### config.mk
export PLATFORM = sky130hd
export DESIGN_NAME = axis_pkt_gen
export DESIGN_NICKNAME = d
export VERILOG_FILES = /design/src/rtl/axis_pkt_gen.sv
export SDC_FILE = /design/constraint.sdc
export NUM_CORES = 1
export LEC_CHECK = 0
export BUFFER_PORTS_ARGS = -buffer_cell sky130_fd_sc_hd__clkbuf_2
export CAP_MARGIN = 20
export CORE_AREA = 2 2 204 206
export CTS_BUF_LIST = sky130_fd_sc_hd__clkbuf_4
export DETAILED_ROUTE_END_ITERATION = 8
export DIE_AREA = 0 0 206 208
export PLACE_DENSITY = 0.65
export SYNTH_ARGS = -nofsm -noshare
export SYNTH_HDL_FRONTEND = slang
export SYNTH_SLANG_ARGS = --single-unit
export TNS_END_PERCENT = 5
### constraint.sdc
create_clock -name axis_aclk -period 11.9 [get_ports axis_aclk]
set_input_delay 3.57 -clock axis_aclk [delete_from_list [all_inputs] [get_ports axis_aclk]]
set_output_delay 3.57 -clock axis_aclk [all_outputs]
set_load 0.02 [all_outputs]
### src/rtl/axis_pkt_gen.sv
// axis_pkt_gen: AXI4-Stream packet source with fixed-length patterned packets, inter-packet gap and stop control
module axis_pkt_gen #(
  parameter int C_DATA_WIDTH = 256,
  parameter int C_USER_WIDTH = 128,
  parameter logic [7:0] SRC_PORT = 8'h01,
  parameter int MIN_LEN = 60,
  parameter int MAX_LEN = 9600
) (
  input  logic                      axis_aclk,
  input  logic                      axis_rst,
  input  logic                      cfg_start,
  input  logic                      cfg_stop,
  input  logic [15:0]               cfg_pkt_len,
  input  logic [31:0]               cfg_pkt_cnt,
  input  logic [15:0]               cfg_ipg,
  output logic [C_DATA_WIDTH-1:0]   m_axis_tdata,
  output logic [C_DATA_WIDTH/8-1:0] m_axis_tkeep,
  output logic [C_USER_WIDTH-1:0]   m_axis_tuser,
  output logic                      m_axis_tvalid,
  output logic                      m_axis_tlast,
  input  logic                      m_axis_tready,
  output logic                      busy,
  output logic                      done,
  output logic [31:0]               pkts_sent
);
  typedef enum logic [1:0] {IDLE, SEND, GAP, FIN} state_t;
  state_t state, state_nx;
  logic [15:0] len_r, ipg_r, gap_cnt, beat, last_beat, eff_len;
  logic [31:0] cnt_r;
  logic [4:0] lane_m1;
  logic stop_pend, stop_any, last_pkt, xfer, is_last;
  assign eff_len = cfg_pkt_len < 16'(MIN_LEN) ? 16'(MIN_LEN) :
                   cfg_pkt_len > 16'(MAX_LEN) ? 16'(MAX_LEN) : cfg_pkt_len;
  assign last_beat = ((len_r + 16'd31) >> 5) - 16'd1;
  // valid lanes on the final beat minus one; zero residue means a full beat
  assign lane_m1 = 5'(len_r - 16'd1);
  assign is_last = state == SEND && beat == last_beat;
  assign xfer = state == SEND && m_axis_tready;
  assign stop_any = stop_pend | cfg_stop;
  assign last_pkt = pkts_sent + 32'd1 == cnt_r;
  always_ff @(posedge axis_aclk)
    state <= axis_rst ? IDLE : state_nx;
  always_comb begin
    state_nx = state;
    case (state)
      IDLE: state_nx = cfg_start ? (cfg_pkt_cnt == 32'd0 ? FIN : SEND) : IDLE;
      SEND: state_nx = !(xfer && is_last) ? SEND :
                       (last_pkt || stop_any) ? FIN :
                       ipg_r != 16'd0 ? GAP : SEND;
      GAP:  state_nx = stop_any ? FIN : gap_cnt == ipg_r - 16'd1 ? SEND : GAP;
      FIN:  state_nx = IDLE;
      default: state_nx = IDLE;
    endcase
  end
  always_ff @(posedge axis_aclk) begin
    if (axis_rst) begin
      len_r <= '0;
      ipg_r <= '0;
      cnt_r <= '0;
      gap_cnt <= '0;
      beat <= '0;
      stop_pend <= 1'b0;
      pkts_sent <= '0;
      done <= 1'b0;
    end else begin
      done <= state == FIN;
      stop_pend <= state != IDLE && stop_any;
      gap_cnt <= state == GAP ? gap_cnt + 16'd1 : 16'd0;
      if (state == IDLE && cfg_start) begin
        len_r <= eff_len;
        cnt_r <= cfg_pkt_cnt;
        ipg_r <= cfg_ipg;
        pkts_sent <= '0;
        beat <= '0;
      end else if (xfer) begin
        beat <= is_last ? 16'd0 : beat + 16'd1;
        if (is_last) pkts_sent <= pkts_sent + 32'd1;
      end
    end
  end
  always_comb begin
    busy = state != IDLE;
    m_axis_tvalid = state == SEND;
    m_axis_tlast = is_last;
    m_axis_tuser = '0;
    m_axis_tuser[15:0] = state == SEND ? len_r : 16'd0;
    m_axis_tuser[23:16] = state == SEND ? SRC_PORT : 8'd0;
    m_axis_tdata = '0;
    m_axis_tkeep = '0;
    // pattern byte = pkt_idx + 32*beat + lane, so beat only matters mod 8
    for (int k = 0; k < C_DATA_WIDTH / 8; k++) begin
      m_axis_tkeep[k] = state == SEND && (!is_last || 5'(k) <= lane_m1);
      m_axis_tdata[8*k +: 8] = state == SEND ? pkts_sent[7:0] + {beat[2:0], 5'd0} + 8'(k) : 8'd0;
    end
  end
endmodule

* Word level (Yosys, flattened, before mapping)
Index checks and enable logic that the tools add are counted.
** Storage, ports and cells
- Register bits after elaboration :: 132
- Input port bits :: 69
- Output and inout port bits :: 452
- Logic and storage cells :: 213
** Operators by class
- $add $sub $neg :: 39
- Order comparisons :: 34
- Eq/ne operators :: 6
- Mux-type cells :: 45
- Bitwise gates (word level) :: 2
- Reductions and logical operators :: 78
** Operator list (number)
- 8-bit 2-to-1 mux :: 32
- 8-bit by 5-bit adder with 8-bit output (second input constant) :: 16
- 5-bit less-or-equal comparator (first input constant) :: 16
- 8-bit by 4-bit adder with 8-bit output (second input constant) :: 8
- 16-bit 2-to-1 mux :: 4
- 4-bit by 5-bit less-or-equal comparator with 1-bit output (first input constant) :: 8
- 1-bit logical AND :: 37
- 1-bit logical OR :: 33
- 16-bit by 1-bit adder with 16-bit output (second input constant) :: 2
- 32-bit by 1-bit adder with 32-bit output (second input constant) :: 1
- 8-bit by 3-bit adder with 8-bit output (second input constant) :: 4
- 16-bit == test :: 2
- 32-bit == test :: 1
- 32-bit zero test :: 1
- 3-bit by 5-bit less-or-equal comparator with 1-bit output (first input constant) :: 4
- 16-bit by 5-bit adder with 16-bit output (second input constant) :: 1
- 8-bit by 2-bit adder with 8-bit output (second input constant) :: 2
- 16-bit by 14-bit > comparator with 1-bit output (second input constant) :: 1
- 16-bit by 6-bit < comparator with 1-bit output (second input constant) :: 1
- 16-bit nonzero test :: 1
- 16-bit by 1-bit subtractor with 16-bit output (second input constant) :: 1
- 2-bit 2-to-1 mux :: 7
- 11-bit by 1-bit subtractor with 12-bit output (second input constant) :: 1
- 1-bit by 5-bit less-or-equal comparator with 1-bit output (first input constant) :: 2
- other kinds (15) :: 18

* Longest topological paths before layout
- Depth in word-level cells :: 7
- Gate-level depth with buffers :: 18
- Gate-level depth less buffers :: 14

* Worst setup path after synthesis
No wires, ideal clock.
- Kind :: register -> output
- Start :: reg len_r[0]
- End :: out m_axis_tkeep[16]
- Arrival time :: 4087 ps
- Required time :: 8330 ps
- Path slack :: 4243 ps
- Cell stages (with the launch flop) :: 17
- Path buffers :: 4
- Path through :: dfxtp_1 > clkbuf_1 > inv_1 > ha_1 > or4b_1 > buf_2 > nand2_1 > xor2_1 > ha_1 > nor4b_1 > a2bb2o_1 > o31a_1 > a211oi_2 > and3_1 > buf_2 > buf_1 > a21oi_1
** Between the ends
- Longest elaborated chain between the ends :: 7
- Elaborated cells on any way between the ends :: 9
** Ends and longest elaborated chain
- start: declaration :: line 28 : logic [15:0] len_r, ipg_r, gap_cnt, beat, last_beat, eff_len;
- start signal: assignment :: line 70 : len_r <= eff_len;
- 16-bit by 5-bit adder with 16-bit output :: line 34 : assign last_beat = ((len_r + 16'd31) >> 5) - 16'd1;
- 11-bit by 1-bit subtractor with 12-bit output :: line 34
- 16-bit == test :: line 37 : assign is_last = state == SEND && beat == last_beat;
- 1-bit logical AND :: line 37
- named net m_axis_tlast :: line 20 : output logic m_axis_tlast,
- 1-bit zero test :: line 92 : m_axis_tkeep[k] = state == SEND && (!is_last || 5'(k) <= lane_m1);
- 1-bit logical OR :: line 92
- 1-bit logical AND :: line 92
- end: declaration :: line 17 : output logic [C_DATA_WIDTH/8-1:0] m_axis_tkeep,
The timed path passes the listed nets, and every way through them passes these cells.

* Worst setup path after layout
- Start :: reg len_r[0]
- End :: out m_axis_tkeep[14]
** Between the ends
- Longest elaborated chain between the ends :: 7
- Elaborated cells on any way between the ends :: 9
** Ends and longest elaborated chain (line)
- 16-bit by 5-bit adder with 16-bit output :: 34
- 11-bit by 1-bit subtractor with 12-bit output :: 34
- 16-bit == test :: 37
- 1-bit logical AND :: 37
- 1-bit zero test :: 92
- 1-bit logical OR (*) :: 92
- 1-bit logical AND (*) :: 92
Every way passes the cells marked *; elsewhere a longest branch is shown, timed or not.

==> out/qor.csv <==
metric,value,unit
synth_seq_cells,132,
drt_first_pass_iters,5,
io_pins,521,
synth_compound_area_share,14.7,%
yosys.area_share.simple,27.4,%
synth_top_family_by_area,simple AND/OR/NAND/NOR gates,
syn_area,12400,um2
initial_core_util,30.6,%
cp_top_family,simple AND/OR/NAND/NOR gates,
setup_violations,0,
place_inst,2501,
cts.sinks,132,
ys_seq_area_share,21.3,%
antenna_found_initial,4,
muxShareOfSynthArea,0.332,%
track_usage,18.4,%
synth_async_sr_flop_share,0,%
clk_pin_slew,0.13,ns
cap_violations,0,
dpl-instance-area,13700,um2
timing.hold.ws,0.476,ns
fin_setup_tns,0,ns
port_buffers,409,
nNetsFinal,2085,
holdCritPathClass,flop to flop,
routedWlPerCell,16.4,um
antenna_left,0,
cts_buffers,17,
skew,0.0243,ns
crit_type,flop to output pin,
die_h,208,um
crit_top_cell,ha_1,
crit_required,8.33,ns
synth_ff_type,dfxtp_1,
grt_pass1_vias,10800,
synth_edf_count,0,
ys_top_cells_by_count,"219 x nor2_1, 210 x buf_4, 196 x nand2_1",
tritoncts,yes,
slowest_stage,nor2_1,
status,"finished, final reports clean",
synth_cells,1757,
timing.critical_path.arrival,5.45,ns
startpoint_type,flop,
drt_iter0_markers,839,
max_freq,111,MHz
drc_errors,0,
ys_types,77,
post-cts-setup-buffers,0,
num_vias,12200,
root_buffer,clkbuf_4,
htreeDepth,4,
vias_per_cell,4.83,
wl,41600,um
finalMaxSlewViolations,0,
drive_gt1_share,23.8,%
worstSetupEndpointType,output pin,
cp_slowest_stage_delay,0.82,ns
dp_hpwl,32700,um
post_cts_resized,0,
p_leak,0.00610,uW
path_cells,inv_1 -> ha_1 -> or4b_1 -> nand2_1 -> xor2_1 -> ha_1 -> nor4b_1 -> a2bb2o_1 -> o31a_1 -> nor4_1 -> nand4_1 -> nor2_1 -> a21oi_1 -> clkbuf_2,
max-vdd-ir-drop,0.0000477,V
path_buf_inv,2,
clockBufferDepth,2,
slew_headroom,27.8,%
synth_warnings,0,
clk_latency,0.56,ns
grt_overflow_total,0,
rsz0062_at_grt,false,
synth_fa_ha_area_share,2.88,%
period_share,75.8,%
hold_viol_final,0,
synth.avg_cell_area,7.07,um2
core_region_area,40600,um2
grt_max_degree,86,
gp_congestion,0.875,
synthTopCellsByArea,"dfxtp_1 21%, buf_4 13%, xor2_1 8.5%",
yosysMostFrequentCell,nor2_1,
cp_max_fo,16,
grt_pass1_wl,62200,um
power_density,82.0,nW/um2
synth_xor_area_share,16.5,%
fin_cells,2536,
rows,74,
fin_area,13900,um2
syn_to_final_growth,12.2,%
worstMarginPinSlew,1.08,ns
die_w,206,um
synth_top_area_share,21.3,%
dieArea,42800,um2
ctsHoldBuffers,0,
synth_largest_area_cell,dfxtp_1,
period_minus_slack,9.02,ns
-- stage by stage --
stage	setup WS (ns)	total power, uW	util (%)
2_1_floorplan	4.24	808	-
3_3_place_gp	3.74	864	33.7
3_5_place_dp	3.57	866	33.7
4_1_cts	2.93	1160	34.3
5_1_grt	2.50	1210	34.3
6_report	2.88	1140	34.4
-- power breakdown --
part	switching, uW	total, uW	internal, uW
Sequential	19.4	476	456
Clock	179	286	107
Combinational	266	381	114
Total	465	1140	677
-- worst min-delay path: stages, from the launching register on --
cell	delay [ns]
dfxtp_1	0.34
nand2_1	0.05
a21oi_1	0.05
-- cells in the final DEF (no fill, tap or decap), types with 4 or more instances in the layout --
cell / instances
clkbuf_4: 19
a21o_1: 6
or4_1: 12
xor2_1: 121
o31ai_1: 4
and2_1: 49
o2111ai_1: 4
nor2_1: 219
nor4_1: 18
a21oi_1: 173
nor2b_1: 17
a31oi_1: 13
nand3_1: 50
ha_1: 26
a211oi_1: 12
o21ai_0: 49
nand4_1: 27
dfxtp_1: 132
inv_1: 19
nor3b_1: 4
nand2_1: 195
nand2b_1: 7
or3_1: 37
conb_1: 111
clkbuf_2: 409
nor3_1: 25
and3_1: 21
buf_4: 15
xnor2_1: 107
a211o_1: 4
a22o_1: 6
-- final timing paths --
check,start,to,slack [ns],depth (start not counted)
worst max-delay path,len_r[0],m_axis_tkeep[14],2.88,14
worst min-delay path,cnt_r[18],cnt_r[18],0.48,2
worst max register to register,pkts_sent[3],state[1],7.07,11
worst min register to register,cnt_r[18],cnt_r[18],0.48,2
-- state kept, by name, summed over array words and instances, names as in the netlist --
signal and cells:
stop_pend 1, len_r 16, cnt_r 32, done 1, state 2, pkts_sent 32
ipg_r 16, beat 16, gap_cnt 16
-- layer usage --
metal  routed length (um)  GRT usage (%)
met5                   22              0
met3                 2250           3.02
met1                18100           23.1
met4                  716           4.36
met2                20600           32.6
-- layout make-up --
cell class | instances | area (um2)
antenna | 3 | 7.51
clock buffer | 19 | 143
clock inverter | 13 | 110
fill | 4385 | 26600
inverter | 20 | 75.1
multi-input combinational | 1393 | 8130
sequential | 132 | 2640
tap | 532 | 666
timing repair buffer | 424 | 2160
-- cells by family after synthesis --
| kind of cell | after synthesis |
|---|---|
| and+or+nand+nor | 711 |
| buffers and inverters | 342 |
| AOI/OAI and AO/OA | 308 |
| xor gates and xnor gates | 231 |
| DFF | 132 |
| adders and majority gates | 28 |
| muxes | 4 |
| other | 1 |
Note: power is estimated with default switching activity, not from simulation.
